## config.mk

```make
export PLATFORM = sky130hd
export DESIGN_NAME = mem_wb_skid
export DESIGN_NICKNAME = d
export VERILOG_FILES = /design/src/rtl/mem_wb_skid.sv
export SDC_FILE = /design/constraint.sdc
export NUM_CORES = 1
export LEC_CHECK = 0
export ABC_CLOCK_PERIOD_IN_PS = 1900
export CAP_MARGIN = 40
export CORE_ASPECT_RATIO = 0.6
export CORE_UTILIZATION = 44
export CTS_CLUSTER_DIAMETER = 120
export CTS_CLUSTER_SIZE = 20
export DETAILED_ROUTE_END_ITERATION = 10
export PLACE_DENSITY = 0.76
export REMOVE_ABC_BUFFERS = 1
export SLEW_MARGIN = 15
export SYNTH_ARGS = -nofsm -noshare
export SYNTH_HDL_FRONTEND = slang
export SYNTH_SLANG_ARGS = --single-unit
export TNS_END_PERCENT = 20
```

## constraint.sdc

```tcl
create_clock -name clk -period 1.9 [get_ports clk]
set_input_delay 0.38 -clock clk [delete_from_list [all_inputs] [get_ports clk]]
set_output_delay 0.38 -clock clk [all_outputs]
set_load 0.1 [all_outputs]
```

## src/rtl/mem_wb_skid.sv

```systemverilog
// MEM/WB stage register with valid/ready handshake on both sides and a 2-entry skid buffer.
// mem_ready is a flop; a saturating counter records back-pressured cycles.
module mem_wb_skid #(
   parameter int unsigned DATA_W        = 32,
   parameter int unsigned IDX_W         = 5,
   parameter bit          ZERO_SUPPRESS = 1'b1,
   parameter int unsigned CNT_W         = 16
) (
   input  logic              clk,
   input  logic              rst,
   input  logic              flush,
   input  logic              mem_valid,
   output logic              mem_ready,
   input  logic [IDX_W-1:0]  mem_rd_idx,
   input  logic              mem_rd_en,
   input  logic [DATA_W-1:0] mem_rd_data,
   output logic              wb_valid,
   input  logic              wb_ready,
   output logic [IDX_W-1:0]  wb_rd_idx,
   output logic              wb_rd_en,
   output logic [DATA_W-1:0] wb_rd_data,
   output logic [1:0]        occupancy,
   output logic [CNT_W-1:0]  stall_cnt
);

   localparam logic [CNT_W-1:0] CNT_MAX = {CNT_W{1'b1}};

   typedef enum logic [1:0] {
      EMPTY = 2'd0,
      ONE   = 2'd1,
      FULL  = 2'd2
   } state_t;

   state_t            r_state;
   logic              r_mem_ready;
   logic              r_h_valid;
   logic [IDX_W-1:0]  r_h_idx;
   logic              r_h_en;
   logic [DATA_W-1:0] r_h_data;
   logic              r_s_valid;
   logic [IDX_W-1:0]  r_s_idx;
   logic              r_s_en;
   logic [DATA_W-1:0] r_s_data;
   logic [CNT_W-1:0]  r_stall_cnt;

   logic w_accept;
   logic w_pop;
   logic w_in_en;

   assign w_accept = mem_valid & r_mem_ready;
   assign w_pop    = r_h_valid & wb_ready;
   // Writes to x0 are neutralised at capture so the head never presents them as enabled.
   assign w_in_en  = mem_rd_en & ~(ZERO_SUPPRESS && (mem_rd_idx == '0));

   // Occupancy FSM with head/skid storage; mem_ready tracks next occupancy != FULL.
   always_ff @(posedge clk) begin
      if (rst) begin
         r_state     <= EMPTY;
         r_mem_ready <= 1'b1;
         r_h_valid   <= 1'b0;
         r_h_idx     <= '0;
         r_h_en      <= 1'b0;
         r_h_data    <= '0;
         r_s_valid   <= 1'b0;
         r_s_idx     <= '0;
         r_s_en      <= 1'b0;
         r_s_data    <= '0;
      end else if (flush) begin
         r_state     <= EMPTY;
         r_mem_ready <= 1'b1;
         r_h_valid   <= 1'b0;
         r_s_valid   <= 1'b0;
      end else begin
         case (r_state)
            EMPTY: begin
               if (w_accept) begin
                  r_state   <= ONE;
                  r_h_valid <= 1'b1;
                  r_h_idx   <= mem_rd_idx;
                  r_h_en    <= w_in_en;
                  r_h_data  <= mem_rd_data;
               end
            end
            ONE: begin
               if (w_accept && w_pop) begin
                  r_h_idx  <= mem_rd_idx;
                  r_h_en   <= w_in_en;
                  r_h_data <= mem_rd_data;
               end else if (w_accept) begin
                  r_state     <= FULL;
                  r_mem_ready <= 1'b0;
                  r_s_valid   <= 1'b1;
                  r_s_idx     <= mem_rd_idx;
                  r_s_en      <= w_in_en;
                  r_s_data    <= mem_rd_data;
               end else if (w_pop) begin
                  r_state   <= EMPTY;
                  r_h_valid <= 1'b0;
               end
            end
            FULL: begin
               if (w_pop) begin
                  r_state     <= ONE;
                  r_mem_ready <= 1'b1;
                  r_s_valid   <= 1'b0;
                  r_h_idx     <= r_s_idx;
                  r_h_en      <= r_s_en;
                  r_h_data    <= r_s_data;
               end
            end
            default: begin
               r_state     <= EMPTY;
               r_mem_ready <= 1'b1;
               r_h_valid   <= 1'b0;
               r_s_valid   <= 1'b0;
            end
         endcase
      end
   end

   // Saturating stall counter; flush leaves it alone.
   always_ff @(posedge clk) begin
      if (rst) begin
         r_stall_cnt <= '0;
      end else if (r_h_valid && !wb_ready && (r_stall_cnt != CNT_MAX)) begin
         r_stall_cnt <= r_stall_cnt + CNT_W'(1);
      end
   end

   assign mem_ready  = r_mem_ready;
   assign wb_valid   = r_h_valid;
   assign wb_rd_idx  = r_h_idx;
   assign wb_rd_en   = r_h_en & r_h_valid;
   assign wb_rd_data = r_h_data;
   assign occupancy  = 2'(r_state);
   assign stall_cnt  = r_stall_cnt;

endmodule

```

==> results of run 1 <==
## worst paths after layout
path           startpoint              to  slack [ns]  depth (start not counted)
max                 flush  wb_rd_data[11]        0.03                          7
min reg2reg  r_s_data[31]    r_s_data[31]        0.45                          2
max reg2reg  stall_cnt[7]   stall_cnt[15]        0.07                          4
min                   rst    stall_cnt[0]        0.42                          2
## worst register-to-register path: stages, from the launching register on
cell and delay, ns:
dfxtp_1 0.38, nand3_1 0.13, or4_4 0.57, or4b_1 0.52
a21oi_1 0.17
## per-stage QoR
| stage | total power [mW] | setup slack [ns] | hold WS, ns | util [%] | TNS (ns) |
|---|---|---|---|---|---|
| after global placement | 3.12 | -0.410 | 0.440 | 63.6 | -18.18 |
| after CTS | 4.80 | 0.0140 | 0.405 | 66.8 | 0 |
| after detailed placement | 3.14 | -0.463 | 0.446 | 63.6 | -22.57 |
| after floorplan | 2.81 | -4.28 | 0.430 | - | -208.79 |
| final | 4.79 | 0.0341 | 0.425 | 68.1 | 0 |
| after global routing | 4.96 | -0.0239 | 0.417 | 68.1 | -0.229 |
## cells in the mapped netlist
library cell	instances	area share, %
nand2_1	85	8.0
nor4_1	2	0.31
nand3_1	6	0.76
nand4_1	3	0.47
nor3_1	2	0.25
ha_1	1	0.31
o21bai_1	1	0.19
nor2_1	47	4.4
o21ai_0	7	0.88
clkbuf_1	28	2.6
or2_2	2	0.31
dfxtp_1	96	48
and4b_1	1	0.25
o211a_1	2	0.50
o41ai_1	2	0.44
o311a_1	1	0.25
o32ai_1	1	0.22
o31ai_1	4	0.76
a21boi_1	1	0.19
or4b_1	1	0.25
and3b_1	1	0.22
nand3b_1	2	0.38
inv_1	6	0.57
or3_1	5	0.79
a21boi_0	1	0.19
or4_1	6	1.1
mux2i_1	38	9.6
o211ai_1	3	0.57
and2_1	2	0.31
a21oi_1	49	6.2
o22ai_1	1	0.16
nand2b_1	4	0.63
buf_2	2	0.25
mux2_1	1	0.28
a21o_1	1	0.19
buf_1	3	0.28
nand4b_1	1	0.22
a211oi_1	39	7.4
xor2_1	2	0.44
nor2b_1	3	0.47
## flip-flops by register name, indices dropped and copies added (netlist names)
| name | flops |
|---|---|
| r_s_data | 32 |
| r_s_idx | 5 |
| mem_ready | 1 |
| wb_valid | 1 |
| r_h_en | 1 |
| wb_rd_data | 32 |
| stall_cnt | 16 |
| wb_rd_idx | 5 |
| r_s_en | 1 |
| occupancy | 2 |
## cell type report
class | instances | area, um^2 | share of cell area [%]
Clock buffer | 10 | 229 | 3.90
Clock inverter | 6 | 43.8 | 0.746
Inverter | 6 | 22.5 | 0.384
Multi-Input combinational cell | 328 | 1990 | 33.9
Sequential cell | 96 | 1920 | 32.7
Tap cell | 112 | 140 | 2.39
Timing Repair Buffer | 144 | 1520 | 25.9
## power groups by stage
| stage | Combinational (mW) | Sequential [mW] | Clock (mW) |
|---|---|---|---|
| 6_report | 0.997 | 2.13 | 1.66 |
| 5_1_grt | 1.04 | 2.14 | 1.79 |
| 4_1_cts | 0.968 | 2.13 | 1.71 |
| 3_5_place_dp | 0.963 | 2.17 | 0 |
| 3_3_place_gp | 0.953 | 2.17 | 0 |
| 2_1_floorplan | 0.189 | 2.62 | 0 |
## per-layer routing
layer	part of all wire, %	wire [um]	vias to the layer above
met5	0	0	-
met1	47	5110	1776
met2	45	4870	122
met4	1.3	141	0
li1	-	-	1864
met3	6.0	642	13
## layout by cell type, fill, tap and decap left out, types with 2 or more instances in the layout
cell,synthesis,final
nor3_1,2,2
o211ai_1,3,3
or3_1,5,4
buf_12,0,25
a211oi_1,39,36
mux2i_1,38,38
nand3_1,6,6
nand3b_1,2,2
nor2b_1,3,3
nand2_1,85,85
nand4_1,3,3
xor2_1,2,2
inv_1,6,6
or4_4,0,2
o211a_1,2,2
clkdlybuf4s50_1,0,41
clkbuf_16,0,10
or2_2,2,2
nor2_1,47,47
and2_1,2,2
dfxtp_1,96,96
nand2b_1,4,2
a21oi_1,49,48
or4_1,6,4
a211oi_2,0,3
clkinv_2,0,2
o21ai_0,7,7
clkinv_4,0,2
o31ai_1,4,4
buf_4,0,74
## logic make-up (layout without fill, tap and decap cells)
kind of cell | count (synthesis) | count (layout) | synth area share (%)
DFF | 96 | 96 | 48.3
muxes | 39 | 39 | 9.85
xor gates and xnor gates | 2 | 2 | 0.441
buffers and inverters | 39 | 166 | 3.75
adders and majority gates | 1 | 1 | 0.315
AOI/OAI and AO/OA | 113 | 113 | 18.1
and+or+nand+nor | 173 | 173 | 19.2
## repair_timing
| item | in CTS | in global routing |
|---|---|---|
| pin swaps | 1 | 2 |
| cloned | 0 | 2 |
| gates resized for setup | 2 | 13 |
| endpoints found under the setup margin | 4 | 72 |
| setup buffers | 0 | 3 |
==> impl_metrics.json, run 1 <==
{
  "comb_power_share_pct": 20.8,
  "p_leak_nw": 2.45,
  "rsz0062_at_grt": "true",
  "wl_per_cell_um": 15.3,
  "crit_fanout": 17,
  "diodes": 0,
  "crit_path_top_delay_cell": "clkdlybuf4s50_1",
  "h-tree-depth": 3,
  "maxCapViolCount": 0,
  "yosysSeqAreaShare_pct": 48.3,
  "seq_power_share_pct": 44.5,
  "syn_area_um2": 3980,
  "ir_drop_v": 0.000506,
  "grt_pass1_wl_um": 16100,
  "start_util_pct": 46.1,
  "use_met3_pct": 6.60,
  "crit_type": "in2reg",
  "yosysUniqueCellTypes": 40,
  "antenna_found_initial": 0,
  "min_period_over_period_pct": 98.2,
  "status": "completed",
  "ctsLongestPathBuffers": 2,
  "ctsHoldBuffers": 0,
  "postPlaceCellArea_um2": 5480,
  "die-width_um": 125,
  "period_needed_ns": 1.87,
  "hpwlAfterDp_um": 7040,
  "die_h_um": 75.6,
  "drive_gt1_share_pct": 22.7,
  "root_buffer": "clkbuf_16",
  "num-nets-final": 629,
  "power_density_nw_per_um2": 816,
  "wl_um": 10800,
  "hp-class": "in2reg",
  "yosysWarnings": 0,
  "grt.total_usage_pct": 22.0,
  "cts_sinks": 96,
  "start_kind": "primary input",
  "ant_nets": 0,
  "critical_path.n_buffers_inverters": 3,
  "cp-end-kind": "flip-flop",
  "gp_congestion": 0.827,
  "dieArea_um2": 9430,
  "cp_data_arrival_time_ns": 2.12,
  "drt-initial-drc-count": 210,
  "drc": 0,
  "grt_pass1_vias": 3333,
  "use_met1_pct": 28.5,
  "core_um2": 8620,
  "skew_ns": 0.00519,
  "area_growth_pct": 47.7,
  "dp_cells": 681,
  "synthCells": 463,
  "grt.overflow.total": 0,
  "cts_inserted_buffers": 9,
  "max_freq_ghz": 0.536,
  "clockPowerShare_pct": 34.7,
  "instances_no_fill": 702,
  "io-pin-count": 101,
  "hold_viol_final": 0,
  "worstSkewPairLatency_ns": 0.34,
  "max_stage_delay_ns": 0.47,
  "slew_violations": 0,
  "p_int_mw": 3.28,
  "slew_headroom_pct": 75.2,
  "crit_chain": "clkdlybuf4s50_1 -> or2_2 -> o32ai_4 -> buf_4 -> buf_8 -> nor2_1 -> a211oi_1",
  "ys_ff_latch": 96,
  "fill_cells": 643,
  "crit_family": "buffers and inverters",
  "vias_per_cell": 5.38,
  "p_sw_mw": 1.51,
  "drt_pre_antenna_iters": 5,
  "busiest_layer": "met2",
  "vias": 3775,
  "cts_tree": "yes",
  "cp.required_ns": 2.15,
  "grt_max_degree": 69,
  "port_buffers": 100,
  "stdcell_area_um2": 5870,
  "rows": 26,
  "setup_viol": 0,
  "clk_pin_slew_ns": 0.07,
  "gr-usage-met2_pct": 35.0,
  "tightest_slew_ns": 0.369,
  "avgSynthCellArea_um2": 8.59,
  "swShare_pct": 31.5
}
(Power assumes the default switching activity.)
==> inputs of run 2 (changes only) <==
MAX_ROUTING_LAYER = met4   (was default)
SKIP_CTS_REPAIR_TIMING = 1   (was default)
==> impl_metrics.json, run 2 (synthesis gave the netlist of run 1 again) <==
{
  "vias_per_cell": 5.42,
  "io-pin-count": 101,
  "drt_pre_antenna_iters": 5,
  "rows": 26,
  "drt-initial-drc-count": 306,
  "hold_viol_final": 0,
  "hpwlAfterDp_um": 7280,
  "cts_tree": "yes",
  "grt.overflow.total": 0,
  "ir_drop_v": 0.000608,
  "crit_chain": "clkdlybuf4s50_1 -> nand2b_1 -> or4_4 -> or4b_4 -> a21oi_2",
  "crit_path_top_delay_cell": "or4b_4",
  "crit_family": "simple AND/OR/NAND/NOR gates",
  "grt.total_usage_pct": 23.2,
  "max_stage_delay_ns": 0.54,
  "area_growth_pct": 48.1,
  "grt_pass1_wl_um": 16700,
  "h-tree-depth": 3,
  "max_freq_ghz": 0.540,
  "p_leak_nw": 2.46,
  "start_util_pct": 46.1,
  "slew_headroom_pct": 63.1,
  "worstHoldStart": "r_s_data[11]",
  "cp_data_arrival_time_ns": 2.12,
  "p_total_mw": 4.97,
  "crit_type": "in2reg",
  "rr_startpoint": "stall_cnt[0]",
  "clk_pin_slew_ns": 0.06,
  "core_um2": 8620,
  "vias": 3807,
  "fill_cells": 687,
  "num-nets-final": 630,
  "min_period_over_period_pct": 97.4,
  "grt_pass1_vias": 3397,
  "rsz0062_at_grt": "true",
  "gp_congestion": 0.799,
  "cp-end-kind": "flip-flop",
  "cp.required_ns": 2.17,
  "slew_violations": 0,
  "die-width_um": 125,
  "setup_viol": 0,
  "cp-startpoint": "wb_ready",
  "critical_path.n_buffers_inverters": 1,
  "drive_gt1_share_pct": 22.3,
  "drc": 0,
  "diodes": 0,
  "root_buffer": "clkbuf_16",
  "ant_nets": 0,
  "hp-class": "reg2reg",
  "port_buffers": 100,
  "wl_um": 11200,
  "antenna_found_initial": 0,
  "final_common_cell": "dfxtp_1",
  "status": "completed",
  "dieArea_um2": 9430,
  "worstSkewPairLatency_ns": 0.33,
  "power_density_nw_per_um2": 845,
  "skew_ns": 0.00442,
  "final_cell_mix": "dfxtp_1, nand2_1, buf_4",
  "maxCapViolCount": 0,
  "period_needed_ns": 1.85,
  "wl_per_cell_um": 16.0,
  "crit_fanout": 5,
  "tightest_slew_ns": 0.554,
  "start_kind": "primary input",
  "cts_sinks": 96,
  "grt_max_degree": 69,
  "ctsLongestPathBuffers": 2,
  "cts_inserted_buffers": 9,
  "tns_ns": 0,
  "die_h_um": 75.6
}
-- run 2: cell count changes in the layout (fill, tap and decap cells not counted), sizes merged --
cell    change
bufinv      +1
buf         +1
clkinv      -3
clkbuf      +2
-- run 2: worst min-delay path: cells and delay by family, from the launching register on --
family,cells,cell delay (ns)
flip-flops,1,0.31
AND/OR/NAND/NOR,1,0.05
AO/OA/AOI/OAI,1,0.05
-- run 2: through the flow --
step	setup slack (ns)	instance area, um^2	hold slack [ns]	util (%)	cells
floorplan	-4.28	3850	0.430	-	430
global placement	-0.412	5470	0.441	63.4	681
detailed placement	-0.457	5470	0.447	63.4	681
CTS	-0.103	5770	0.456	67.0	697
global route	-0.0268	5890	0.475	68.3	703
finish	0.0491	5890	0.456	68.3	703
-- run 2: final cells by class --
| class | instances | area, um^2 | share of cell area, % |
|---|---|---|---|
| inverter | 6 | 22.5 | 0.383 |
| timing repair buffer | 145 | 1520 | 25.9 |
| clock buffer | 12 | 256 | 4.36 |
| tap | 112 | 140 | 2.38 |
| sequential | 96 | 1920 | 32.7 |
| multi-input combinational | 328 | 1970 | 33.5 |
| clock inverter | 4 | 51.3 | 0.872 |
-- run 2: where the power goes --
part | internal [mW] | switching [mW] | total, mW
logic | 0.299 | 0.690 | 0.989
registers | 2.09 | 0.0441 | 2.13
clock network | 1.10 | 0.755 | 1.85
-- run 2: path summary, 6_finish.rpt --
check / endpoint / slack [ns] / cells past startpoint
max: stall_cnt[15] / 0.05 / 5
min: r_s_data[11] / 0.46 / 2
max reg2reg: stall_cnt[14] / 0.06 / 5
min reg2reg: r_s_data[11] / 0.46 / 2
-- run 2: routing by layer --
metal	part of all wire [%]	wire length [um]	vias up	global-route usage, %
li1	-	-	1873	-
met1	46	5190	1789	29.6
met2	46	5210	139	37.5
met3	6.4	719	6	5.27
met4	0.78	87	0	6.16
met5	0	0	-	-
